===== src/rtl/ddr_data_port_pkg.sv =====
// Shared widths, burst lengths and FSM encoding for the DDR data port.
package ddr_port_pkg;

    localparam int DATA_WIDTH     = 16;
    localparam int DDR_ADDR_WIDTH = 28;
    localparam int BURST_LEN      = 16;
    localparam int JMP_LEN        = 2;
    localparam int CNT_W          = 10;
    localparam int PTR_W          = $clog2(BURST_LEN);

    localparam logic [CNT_W-1:0] BURST_LEN_W = CNT_W'(BURST_LEN);
    localparam logic [CNT_W-1:0] JMP_LEN_W   = CNT_W'(JMP_LEN);

    typedef enum logic [3:0] {
        ST_IDLE       = 4'd0,
        ST_RD_BURST   = 4'd1,
        ST_JMP_BURST  = 4'd2,
        ST_ST_CAPTURE = 4'd3,
        ST_WR_BURST   = 4'd4,
        ST_DONE       = 4'd5
    } state_t;

endpackage


===== src/rtl/ddr_data_port_if.sv =====
// Cache-side request bus and DDR burst-controller bus of the data port.
interface ddr_data_port_if;
    import ddr_port_pkg::*;

    // Level requests are held by the cache; DDR strobes/pulses are single-cycle
    // and sampled on the rising clock edge.
    logic                      DATA_read_req;
    logic [DDR_ADDR_WIDTH-1:0] DATA_read_addr;
    logic                      DATA_store_req;
    logic [DDR_ADDR_WIDTH-1:0] DATA_write_addr;
    logic [DATA_WIDTH-1:0]     DATA_to_ddr;
    logic                      JMP_ADDR_read_req;
    logic [DATA_WIDTH-1:0]     DATA_to_cache;
    logic [CNT_W-1:0]          rd_cnt_data;
    logic                      rd_burst_data_valid;
    logic [DDR_ADDR_WIDTH-1:0] JMP_ADDR_to_cache;
    logic                      DATA_store_done;
    logic                      rd_burst_req;
    logic [CNT_W-1:0]          rd_burst_len;
    logic [DDR_ADDR_WIDTH-1:0] rd_burst_addr;
    logic [DATA_WIDTH-1:0]     rd_burst_data;
    logic                      rd_burst_data_valid_ddr;
    logic                      rd_burst_finish;
    logic                      wr_burst_req;
    logic [CNT_W-1:0]          wr_burst_len;
    logic [DDR_ADDR_WIDTH-1:0] wr_burst_addr;
    logic                      wr_burst_data_req;
    logic [DATA_WIDTH-1:0]     wr_burst_data;
    logic                      wr_burst_finish;
    logic [3:0]                dbg_state;

    modport slave (
        input  DATA_read_req, DATA_read_addr, DATA_store_req, DATA_write_addr,
               DATA_to_ddr, JMP_ADDR_read_req, rd_burst_data,
               rd_burst_data_valid_ddr, rd_burst_finish, wr_burst_data_req,
               wr_burst_finish,
        output DATA_to_cache, rd_cnt_data, rd_burst_data_valid, JMP_ADDR_to_cache,
               DATA_store_done, rd_burst_req, rd_burst_len, rd_burst_addr,
               wr_burst_req, wr_burst_len, wr_burst_addr, wr_burst_data, dbg_state
    );

    modport master (
        output DATA_read_req, DATA_read_addr, DATA_store_req, DATA_write_addr,
               DATA_to_ddr, JMP_ADDR_read_req, rd_burst_data,
               rd_burst_data_valid_ddr, rd_burst_finish, wr_burst_data_req,
               wr_burst_finish,
        input  DATA_to_cache, rd_cnt_data, rd_burst_data_valid, JMP_ADDR_to_cache,
               DATA_store_done, rd_burst_req, rd_burst_len, rd_burst_addr,
               wr_burst_req, wr_burst_len, wr_burst_addr, wr_burst_data, dbg_state
    );

endinterface


===== src/rtl/ddr_store_buffer.sv =====
// Holds one store burst; filled during capture and drained by DDR pulls.
module ddr_store_buffer
    import ddr_port_pkg::*;
(
    input  logic                  clk,
    input  logic                  rst,
    input  logic                  clr,
    input  logic                  wr_en,
    input  logic [DATA_WIDTH-1:0] wr_data,
    input  logic                  rd_en,
    output logic [DATA_WIDTH-1:0] rd_data
);

    logic [DATA_WIDTH-1:0] mem_q [BURST_LEN];
    logic [DATA_WIDTH-1:0] mem_d [BURST_LEN];
    logic [PTR_W-1:0]      wr_ptr_q, wr_ptr_d;
    logic [PTR_W-1:0]      rd_ptr_q, rd_ptr_d;
    logic [DATA_WIDTH-1:0] rd_data_q, rd_data_d;

    function automatic logic [PTR_W-1:0] ptr_inc(input logic [PTR_W-1:0] p);
        return (p == PTR_W'(BURST_LEN - 1)) ? '0 : p + 1'b1;
    endfunction

    always_comb begin
        mem_d     = mem_q;
        wr_ptr_d  = wr_ptr_q;
        rd_ptr_d  = rd_ptr_q;
        rd_data_d = rd_data_q;
        if (clr) begin
            wr_ptr_d = '0;
            rd_ptr_d = '0;
        end else begin
            if (wr_en) begin
                mem_d[wr_ptr_q] = wr_data;
                wr_ptr_d        = ptr_inc(wr_ptr_q);
            end
            // The popped word is registered so it appears the cycle after the pull.
            if (rd_en) begin
                rd_data_d = mem_q[rd_ptr_q];
                rd_ptr_d  = ptr_inc(rd_ptr_q);
            end
        end
    end

    always_ff @(posedge clk or posedge rst) begin
        if (rst) begin
            for (int i = 0; i < BURST_LEN; i++) mem_q[i] <= '0;
            wr_ptr_q  <= '0;
            rd_ptr_q  <= '0;
            rd_data_q <= '0;
        end else begin
            mem_q     <= mem_d;
            wr_ptr_q  <= wr_ptr_d;
            rd_ptr_q  <= rd_ptr_d;
            rd_data_q <= rd_data_d;
        end
    end

    assign rd_data = rd_data_q;

endmodule


===== src/rtl/ddr_data_port.sv =====
// DDR-side responder for the data cache: burst reads, jump-address reads and
// buffered store bursts, arbitrated store > read > jump in IDLE.
module ddr_data_port
    import ddr_port_pkg::*;
(
    input  logic            clk,
    input  logic            rst,
    ddr_data_port_if.slave  bus
);

    state_t                    state_q, state_d;
    logic [DDR_ADDR_WIDTH-1:0] rd_addr_q, rd_addr_d;
    logic [DDR_ADDR_WIDTH-1:0] wr_addr_q, wr_addr_d;
    logic [CNT_W-1:0]          cnt_q, cnt_d;
    logic [PTR_W-1:0]          cap_cnt_q, cap_cnt_d;
    logic                      drop_q, drop_d;
    logic [DATA_WIDTH-1:0]     to_cache_q, to_cache_d;
    logic                      valid_q, valid_d;
    logic [DDR_ADDR_WIDTH-1:0] jmp_q, jmp_d;
    logic                      done_q, done_d;

    logic                      buf_clr, buf_wr, buf_rd;
    logic [DATA_WIDTH-1:0]     buf_wdata, buf_rdata;
    logic [CNT_W-1:0]          cur_len;

    ddr_store_buffer u_buf (
        .clk     (clk),
        .rst     (rst),
        .clr     (buf_clr),
        .wr_en   (buf_wr),
        .wr_data (buf_wdata),
        .rd_en   (buf_rd),
        .rd_data (buf_rdata)
    );

    assign cur_len = (state_q == ST_JMP_BURST) ? JMP_LEN_W : BURST_LEN_W;

    always_comb begin
        state_d    = state_q;
        rd_addr_d  = rd_addr_q;
        wr_addr_d  = wr_addr_q;
        cnt_d      = cnt_q;
        cap_cnt_d  = cap_cnt_q;
        drop_d     = drop_q;
        to_cache_d = to_cache_q;
        valid_d    = 1'b0;
        jmp_d      = jmp_q;
        done_d     = 1'b0;
        buf_clr    = 1'b0;
        buf_wr     = 1'b0;
        buf_wdata  = '0;
        buf_rd     = 1'b0;

        case (state_q)
            ST_IDLE: begin
                if (bus.DATA_store_req) begin
                    state_d   = ST_ST_CAPTURE;
                    wr_addr_d = bus.DATA_write_addr;
                    cap_cnt_d = '0;
                    drop_d    = 1'b0;
                    buf_clr   = 1'b1;
                end else if (bus.DATA_read_req) begin
                    state_d   = ST_RD_BURST;
                    rd_addr_d = bus.DATA_read_addr;
                    cnt_d     = '0;
                    buf_clr   = 1'b1;
                end else if (bus.JMP_ADDR_read_req) begin
                    state_d   = ST_JMP_BURST;
                    rd_addr_d = bus.DATA_read_addr;
                    cnt_d     = '0;
                    buf_clr   = 1'b1;
                end
            end

            ST_ST_CAPTURE: begin
                // Once the cache lets go of the request the rest of the burst is zero-padded.
                buf_wr    = 1'b1;
                drop_d    = drop_q | ~bus.DATA_store_req;
                buf_wdata = (bus.DATA_store_req && !drop_q) ? bus.DATA_to_ddr : '0;
                cap_cnt_d = cap_cnt_q + 1'b1;
                if (cap_cnt_q == PTR_W'(BURST_LEN - 1)) state_d = ST_WR_BURST;
            end

            ST_WR_BURST: begin
                buf_rd = bus.wr_burst_data_req;
                if (bus.wr_burst_finish) begin
                    done_d  = 1'b1;
                    state_d = ST_DONE;
                end
            end

            ST_RD_BURST, ST_JMP_BURST: begin
                if (bus.rd_burst_data_valid_ddr && (cnt_q < cur_len)) begin
                    to_cache_d = bus.rd_burst_data;
                    valid_d    = 1'b1;
                    cnt_d      = cnt_q + 1'b1;
                    if (state_q == ST_JMP_BURST) begin
                        if (cnt_q == '0)
                            jmp_d[DATA_WIDTH-1:0] = bus.rd_burst_data;
                        else
                            jmp_d[DDR_ADDR_WIDTH-1:DATA_WIDTH] =
                                bus.rd_burst_data[DDR_ADDR_WIDTH-DATA_WIDTH-1:0];
                    end
                end
                if (bus.rd_burst_finish) state_d = ST_DONE;
            end

            ST_DONE: begin
                // Level requests must all fall before a new one can be accepted.
                if (!bus.DATA_store_req && !bus.DATA_read_req && !bus.JMP_ADDR_read_req)
                    state_d = ST_IDLE;
            end

            default: state_d = ST_IDLE;
        endcase
    end

    always_ff @(posedge clk or posedge rst) begin
        if (rst) begin
            state_q    <= ST_IDLE;
            rd_addr_q  <= '0;
            wr_addr_q  <= '0;
            cnt_q      <= '0;
            cap_cnt_q  <= '0;
            drop_q     <= 1'b0;
            to_cache_q <= '0;
            valid_q    <= 1'b0;
            jmp_q      <= '0;
            done_q     <= 1'b0;
        end else begin
            state_q    <= state_d;
            rd_addr_q  <= rd_addr_d;
            wr_addr_q  <= wr_addr_d;
            cnt_q      <= cnt_d;
            cap_cnt_q  <= cap_cnt_d;
            drop_q     <= drop_d;
            to_cache_q <= to_cache_d;
            valid_q    <= valid_d;
            jmp_q      <= jmp_d;
            done_q     <= done_d;
        end
    end

    assign bus.DATA_to_cache       = to_cache_q;
    assign bus.rd_cnt_data         = cnt_q;
    assign bus.rd_burst_data_valid = valid_q;
    assign bus.JMP_ADDR_to_cache   = jmp_q;
    assign bus.DATA_store_done     = done_q;
    assign bus.rd_burst_req        = (state_q == ST_RD_BURST) || (state_q == ST_JMP_BURST);
    assign bus.rd_burst_len        = (state_q == ST_RD_BURST)  ? BURST_LEN_W :
                                     (state_q == ST_JMP_BURST) ? JMP_LEN_W : '0;
    assign bus.rd_burst_addr       = rd_addr_q;
    assign bus.wr_burst_req        = (state_q == ST_WR_BURST);
    assign bus.wr_burst_len        = (state_q == ST_WR_BURST) ? BURST_LEN_W : '0;
    assign bus.wr_burst_addr       = wr_addr_q;
    assign bus.wr_burst_data       = buf_rdata;
    assign bus.dbg_state           = state_q;

endmodule


===== src/flat_wrapper.sv =====
// flat-port wrapper written by rule: the top's interface ports become plain ports
module ddr_data_port_flat import ddr_port_pkg::*;
  (clk, rst, bus_DATA_read_req, bus_DATA_read_addr, bus_DATA_store_req, bus_DATA_write_addr, bus_DATA_to_ddr, bus_JMP_ADDR_read_req, bus_rd_burst_data, bus_rd_burst_data_valid_ddr, bus_rd_burst_finish, bus_wr_burst_data_req, bus_wr_burst_finish, bus_DATA_to_cache, bus_rd_cnt_data, bus_rd_burst_data_valid, bus_JMP_ADDR_to_cache, bus_DATA_store_done, bus_rd_burst_req, bus_rd_burst_len, bus_rd_burst_addr, bus_wr_burst_req, bus_wr_burst_len, bus_wr_burst_addr, bus_wr_burst_data, bus_dbg_state);
  ddr_data_port_if bus_i ();
  input  logic clk;
  input  logic rst;
  input wire logic [$bits(bus_i.DATA_read_req)-1:0] bus_DATA_read_req;
  input wire logic [$bits(bus_i.DATA_read_addr)-1:0] bus_DATA_read_addr;
  input wire logic [$bits(bus_i.DATA_store_req)-1:0] bus_DATA_store_req;
  input wire logic [$bits(bus_i.DATA_write_addr)-1:0] bus_DATA_write_addr;
  input wire logic [$bits(bus_i.DATA_to_ddr)-1:0] bus_DATA_to_ddr;
  input wire logic [$bits(bus_i.JMP_ADDR_read_req)-1:0] bus_JMP_ADDR_read_req;
  input wire logic [$bits(bus_i.rd_burst_data)-1:0] bus_rd_burst_data;
  input wire logic [$bits(bus_i.rd_burst_data_valid_ddr)-1:0] bus_rd_burst_data_valid_ddr;
  input wire logic [$bits(bus_i.rd_burst_finish)-1:0] bus_rd_burst_finish;
  input wire logic [$bits(bus_i.wr_burst_data_req)-1:0] bus_wr_burst_data_req;
  input wire logic [$bits(bus_i.wr_burst_finish)-1:0] bus_wr_burst_finish;
  output wire logic [$bits(bus_i.DATA_to_cache)-1:0] bus_DATA_to_cache;
  output wire logic [$bits(bus_i.rd_cnt_data)-1:0] bus_rd_cnt_data;
  output wire logic [$bits(bus_i.rd_burst_data_valid)-1:0] bus_rd_burst_data_valid;
  output wire logic [$bits(bus_i.JMP_ADDR_to_cache)-1:0] bus_JMP_ADDR_to_cache;
  output wire logic [$bits(bus_i.DATA_store_done)-1:0] bus_DATA_store_done;
  output wire logic [$bits(bus_i.rd_burst_req)-1:0] bus_rd_burst_req;
  output wire logic [$bits(bus_i.rd_burst_len)-1:0] bus_rd_burst_len;
  output wire logic [$bits(bus_i.rd_burst_addr)-1:0] bus_rd_burst_addr;
  output wire logic [$bits(bus_i.wr_burst_req)-1:0] bus_wr_burst_req;
  output wire logic [$bits(bus_i.wr_burst_len)-1:0] bus_wr_burst_len;
  output wire logic [$bits(bus_i.wr_burst_addr)-1:0] bus_wr_burst_addr;
  output wire logic [$bits(bus_i.wr_burst_data)-1:0] bus_wr_burst_data;
  output wire logic [$bits(bus_i.dbg_state)-1:0] bus_dbg_state;
  assign bus_i.DATA_read_req = bus_DATA_read_req;
  assign bus_i.DATA_read_addr = bus_DATA_read_addr;
  assign bus_i.DATA_store_req = bus_DATA_store_req;
  assign bus_i.DATA_write_addr = bus_DATA_write_addr;
  assign bus_i.DATA_to_ddr = bus_DATA_to_ddr;
  assign bus_i.JMP_ADDR_read_req = bus_JMP_ADDR_read_req;
  assign bus_i.rd_burst_data = bus_rd_burst_data;
  assign bus_i.rd_burst_data_valid_ddr = bus_rd_burst_data_valid_ddr;
  assign bus_i.rd_burst_finish = bus_rd_burst_finish;
  assign bus_i.wr_burst_data_req = bus_wr_burst_data_req;
  assign bus_i.wr_burst_finish = bus_wr_burst_finish;
  assign bus_DATA_to_cache = bus_i.DATA_to_cache;
  assign bus_rd_cnt_data = bus_i.rd_cnt_data;
  assign bus_rd_burst_data_valid = bus_i.rd_burst_data_valid;
  assign bus_JMP_ADDR_to_cache = bus_i.JMP_ADDR_to_cache;
  assign bus_DATA_store_done = bus_i.DATA_store_done;
  assign bus_rd_burst_req = bus_i.rd_burst_req;
  assign bus_rd_burst_len = bus_i.rd_burst_len;
  assign bus_rd_burst_addr = bus_i.rd_burst_addr;
  assign bus_wr_burst_req = bus_i.wr_burst_req;
  assign bus_wr_burst_len = bus_i.wr_burst_len;
  assign bus_wr_burst_addr = bus_i.wr_burst_addr;
  assign bus_wr_burst_data = bus_i.wr_burst_data;
  assign bus_dbg_state = bus_i.dbg_state;
  ddr_data_port u_core (.clk(clk), .rst(rst), .bus(bus_i));
endmodule

===== config.mk =====
export PLATFORM = sky130hd
export DESIGN_NAME = ddr_data_port_flat
export DESIGN_NICKNAME = d
export VERILOG_FILES = /design/src/rtl/ddr_data_port_pkg.sv /design/src/rtl/ddr_data_port_if.sv /design/src/rtl/ddr_store_buffer.sv /design/src/rtl/ddr_data_port.sv /design/src/flat_wrapper.sv
export SDC_FILE = /design/constraint.sdc
export NUM_CORES = 1
export LEC_CHECK = 0
export CAP_MARGIN = 40
export CORE_MARGIN = 2
export CORE_UTILIZATION = 55
export CTS_BUF_LIST = sky130_fd_sc_hd__clkbuf_2
export CTS_CLUSTER_DIAMETER = 80
export DETAILED_ROUTE_END_ITERATION = 10
export PLACE_DENSITY = 0.82
export SYNTH_ARGS = -nofsm -noshare
export SYNTH_HDL_FRONTEND = slang
export SYNTH_SLANG_ARGS = --single-unit

===== constraint.sdc =====
create_clock -name clk -period 20.6 [get_ports clk]
set_input_delay 4.12 -clock clk [delete_from_list [all_inputs] [get_ports clk]]
set_output_delay 4.12 -clock clk [all_outputs]
set_load 0.02 [all_outputs]

# Yosys cells after proc, flatten, opt, wreduce, memory -nomap -nowiden
# Index checks and enable logic that the tools add are counted.
# word_totals
register_bits	401
out_inout_bits	154
# op_classes
addsub	4
n_lt_le_gt_ge	4
n_eq_ne	17
mux	47
n_bitwise	6
n_reduce_logical	28
# op_table
operator	count
$bwmux W256	1
$mux W16	5
$bmux W16 S4	1
$demux W16 S4	1
$mux W28	2
$mux W4	14
$mux W10	5
$pmux W10 S2	1
$pmux W4 S5	1
$add A4 B1 Y4 const B	3
$eq A4 B4 Y1 const B	3
$reduce_and A4 Y1	3
$mux W1	11
$add A10 B1 Y10 const B	1
$ge A5 B5 Y1 const B	2
$logic_not A10 Y1	1
$lt A10 B10 Y1	1
$mux W5	2
$not A4 Y5	2
$reduce_and A2 Y1	5
$reduce_bool A2 Y1	5
$eq A4 B2 Y1 const B	2
$eq A4 B3 Y1 const B	2
$ne A2 B2 Y1 const B	4
17 further kinds	28

# Depth between registers and ports, before layout
# depth
depth_word	6
mapped_depth	10
depth_no_buf	6

# Cells and area by module
# Synthesis repeated with hierarchy kept, for this count alone.
# unflattened
cells_unflattened	1294
hier_area_um2	18086.1
# by_module_without_submodules
module	n_inst	cells_per_inst	area_each_um2	seq_area_each_um2
ddr_store_buffer	1	860	12901.1	7006.7
ddr_data_port	1	434	5185.0	3002.9

# Worst setup path after synthesis
# Ideal clock, no wire load.
# synth_timing
kind	register to output
from	reg u_core.state_q[2] (netlist: u_core.bus.dbg_state[2])
to	out bus_wr_burst_len[4]
arrival_time_ps	1754
setup_slack_ps	14726
stages_incl_launch_ff	5
cell_sequence	dfrtp_1 clkbuf_1 inv_1 nor3_1 buf_4
# synth_between
elab_chain_len	2
# synth_rtl
item	line	text
start: declaration	ddr_data_port.sv:11	state_t state_q, state_d;
start signal: assignment	ddr_data_port.sv:131	state_q <= state_d;
$eq A4 B3 Y1	n/a	
via bus_wr_burst_req	flat_wrapper.sv:26	output wire logic [$bits(bus_i.wr_burst_req)-1:0] bus_wr_burst_req;
$mux W5	ddr_data_port.sv:154	assign bus.wr_burst_len = (state_q == ST_WR_BURST) ? BURST_LEN_W : '0;
end: declaration	flat_wrapper.sv:27	output wire logic [$bits(bus_i.wr_burst_len)-1:0] bus_wr_burst_len;
# The timed path passes the listed nets, and every way through them passes these cells.

# Final worst setup path
# layout_timing
from	reg u_core.state_q[2] (netlist: u_core.bus.dbg_state[2])
to	out bus_wr_burst_req
# layout_between
elab_chain_len	1
# layout_rtl
item	line	text
$eq A4 B3 Y1	ddr_data_port.sv:153	assign bus.wr_burst_req = (state_q == ST_WR_BURST);
end: declaration	flat_wrapper.sv:26	
# No other way between the ends.

==> results.py <==
metrics = {
    "run_status": {
        "status": "completed",
    },
    "sta": {
        "fin_skew_ns": 0.0812,
        "slew_headroom": 0.365,
        "min_period_ns": 7.38,
        "slew_violations": 0,
        "finalSetupTns_ns": 0,
        "fmax_mhz": 136,
        "worst_slack_ns": 13.22,
        "rsz0062_at_grt": "no",
        "fin_crit_sh": 0.358,
        "hold_viol": 0,
        "setup_viol": 0,
        "tightest_slew_ns": 0.952,
    },
    "synthesis": {
        "ys_top_cells_by_area": "dfrtp_1, nand2_1, mux4_2, o21ai_0, mux2_2",
        "synth_ff_type": "dfrtp_1",
        "synth.distinct_cells": 54,
        "syn_area_um2": 17300,
        "synth_top_area_frac": 0.579,
        "async_reset_ff_frac": 1.00,
        "yosysWarnings": 0,
        "seq_area_frac_synth": 0.579,
        "synthCells": 1535,
        "synth_top_area_cell": "dfrtp_1",
        "synth_seq_cells": 400,
        "avgSynthCellArea_um2": 11.3,
        "synth-edff-count": 0,
    },
    "global_route": {
        "grt_max_degree": 182,
        "antenna_found_initial": 0,
        "grtUsageTotal": 0.280,
        "grt_pass1_vias": 13300,
        "grt_pass1_wl_mm": 72.1,
        "gr-total-overflow": 0,
    },
    "routing": {
        "drc": 0,
        "detail_route.first_pass.iterations": 5,
        "via_per_inst": 5.79,
        "ant_nets": 0,
        "vias": 13000,
        "wl_per_cell_um": 20.1,
        "routed_wl_mm": 45.0,
        "drtIter0Drc": 1021,
    },
    "setup_path": {
        "crit_type": "register to output port",
        "required_ns": 16.48,
        "arrival_ns": 3.26,
        "slowest_delay_ns": 0.77,
        "crit_chain": "inv_1 -> nor3_1 -> clkdlybuf4s50_1",
        "worst_setup_path_end_kind": "output port",
        "crit_path_top_delay_cell": "clkdlybuf4s50_1",
        "crit_fanout": 18,
        "worstSetupStartpointType": "register",
    },
    "die": {
        "core-area_um2": 30700,
        "die_w_um": 181,
        "die_area_um2": 32900,
        "die_h_um": 181,
        "start_util": 0.563,
        "io_pins": 251,
        "num_rows": 64,
    },
    "clocking": {
        "clk_latency_ns": 0.91,
        "cts_tree": "done",
        "ctsHoldBuffers": 0,
        "clockRootBuffer": "clkbuf_2",
        "clk_pin_slew_worst_paths_ns": 0.10,
        "ctsResizeCount": 0,
        "clockBufferDepth": 3,
        "cts.sinks": 400,
        "ctsHtreeMaxLevel": 3,
        "post_cts.repair.setup_buffers": 0,
        "cts_buffers": 97,
    },
    "placement": {
        "portBuffers": 232,
        "finalWeightedCongestion": 0.784,
        "place_ws_ns": 14.01,
        "place_area_um2": 19900,
        "post-dp-hpwl_mm": 28.4,
    },
    "job": {
        "maxCapViolations": 0,
    },
    "layout": {
        "diodes": 0,
        "nets": 1889,
        "fillCellCount": 2280,
        "fin_area_um2": 20700,
        "regArea_um2": 10000,
        "areaGrowthSynthToFinish_pct": 19.7,
        "drive_gt1_frac": 0.176,
        "multi_input_area_um2": 6660,
    },
    "power_and_ir_drop": {
        "p_int_mw": 1.51,
        "leakage_nw": 9.45,
        "power_density_nw_per_um2": 113,
        "p_clk_frac": 0.216,
        "p_seq_frac": 0.446,
        "switching_share": 0.353,
        "power_frac_comb": 0.338,
        "switching_power_mw": 0.823,
        "ir_worst_vdd_v": 0.0000760,
    },
    "min_path": {
        "hold_path_class": "register to register",
    },
}
-- cell type report --
cell class,count,area share
Clock buffer,132,0.0319
Sequential cell,400,0.484
Clock inverter,30,0.00846
Multi-Input combinational cell,1009,0.322
Inverter,11,0.00236
Timing Repair Buffer,264,0.128
Tap cell,396,0.0239
-- metrics by stage --
stage	utilization	hold WS, ns	power (mW)	std cells
6_report	0.673	0.482	2.33	2242
5_1_grt	0.673	0.507	2.46	2242
4_1_cts	0.673	0.485	2.35	2242
3_5_place_dp	0.646	0.462	1.84	2080
3_3_place_gp	0.642	0.455	1.81	2074
2_1_floorplan	-	0.445	1.51	1552
-- synth_stat cells (3+ instances only) --
cell,number
nor2_1,15
nor2b_1,6
mux2_1,4
nand4_1,14
ha_1,9
buf_2,46
mux2_4,19
xor2_1,4
inv_1,11
a22oi_1,6
buf_1,3
mux4_2,62
mux2i_1,24
o221ai_1,10
nor3_1,3
and3_1,6
or3_1,6
o211ai_1,4
clkbuf_1,56
buf_4,22
nand2_1,392
o21ai_0,272
nand2b_1,4
a21oi_1,10
dfrtp_1,400
buf_6,5
mux2_2,54
nand3_1,37
-- cells by family after synthesis --
logic type,share of synthesized area
mux,0.149
compound gates,0.0966
xor+xnor,0.00253
fa+ha+maj,0.00651
buf+inv,0.0413
simple gates,0.125
flops,0.579
other cells,0.000217
-- critical path, delay by kind of cell (launching register included) --
| family | cells | cell delay, ns |
|---|---|---|
| buffers and inverters | 2 | 1.00 |
| flip-flops | 1 | 0.70 |
| AND/OR/NAND/NOR | 1 | 0.65 |
-- power by group through the flow --
stage          Combinational, mW  Clock, mW  Sequential, mW
3_5_place_dp               0.789          0            1.06
3_3_place_gp               0.761          0            1.05
2_1_floorplan              0.382          0            1.13
4_1_cts                    0.793      0.513            1.04
6_report                   0.788      0.504            1.04
5_1_grt                    0.845      0.557            1.06
-- metal layers --
metal,GRT usage,wire length [um],vias up
met5,0,0,-
met4,0.120,1570,0
met3,0.0572,3790,101
met2,0.459,21900,638
met1,0.366,17700,6418
li1,-,-,5831
-- path summary, 6_finish.rpt --
path	start	slack, ns	endpoint	depth (start not counted)
worst max-delay path	u_core.bus.dbg_state[2]	13.22	bus_wr_burst_req	3
worst min-delay path	u_core.u_buf.mem_q[137]	0.48	u_core.u_buf.mem_q[137]	2
worst max register to register	u_core.bus.dbg_state[0]	17.65	u_core.bus.JMP_ADDR_to_cache[15]	7
worst min register to register	u_core.u_buf.mem_q[137]	0.48	u_core.u_buf.mem_q[137]	2
max in group asynchronous	rst	14.92	u_core.u_buf.mem_q[244]	5
min in group asynchronous	rst	3.51	u_core.bus.wr_burst_addr[9]	2
-- sequential cells by signal, indices dropped and copies added (netlist names) --
name                            flops
u_core.bus.rd_burst_data_valid      1
u_core.bus.rd_cnt_data             10
u_core.bus.DATA_store_done          1
u_core.u_buf.rd_ptr_q               4
u_core.bus.dbg_state                3
u_core.drop_q                       1
u_core.bus.wr_burst_addr           28
u_core.u_buf.rd_data               16
u_core.cap_cnt_q                    4
u_core.bus.rd_burst_addr           28
u_core.u_buf.wr_ptr_q               4
u_core.bus.DATA_to_cache           16
u_core.u_buf.mem_q                256
u_core.bus.JMP_ADDR_to_cache       28
-- cell usage in the layout, fill, tap and decap left out, drive strengths merged, types with 4 or more instances in the layout --
master / netlist / layout
nand4: 14 / 14
or3: 6 / 6
inv: 11 / 11
o21ai: 272 / 272
nand2: 392 / 392
o221ai: 10 / 10
nor2b: 6 / 6
nor3: 6 / 6
a21oi: 10 / 10
mux2i: 24 / 24
mux4: 62 / 62
xor2: 4 / 4
buf: 76 / 32
nand2b: 4 / 4
o211ai: 4 / 4
conb: 1 / 18
and3: 6 / 6
dfrtp: 400 / 400
a22oi: 6 / 6
ha: 9 / 9
clkbuf: 56 / 132
mux2: 77 / 77
nand3: 37 / 37
nor2: 15 / 15
clkinv: 0 / 26
clkdlybuf4s50: 0 / 232
Power figures use the tool's default switching activity.
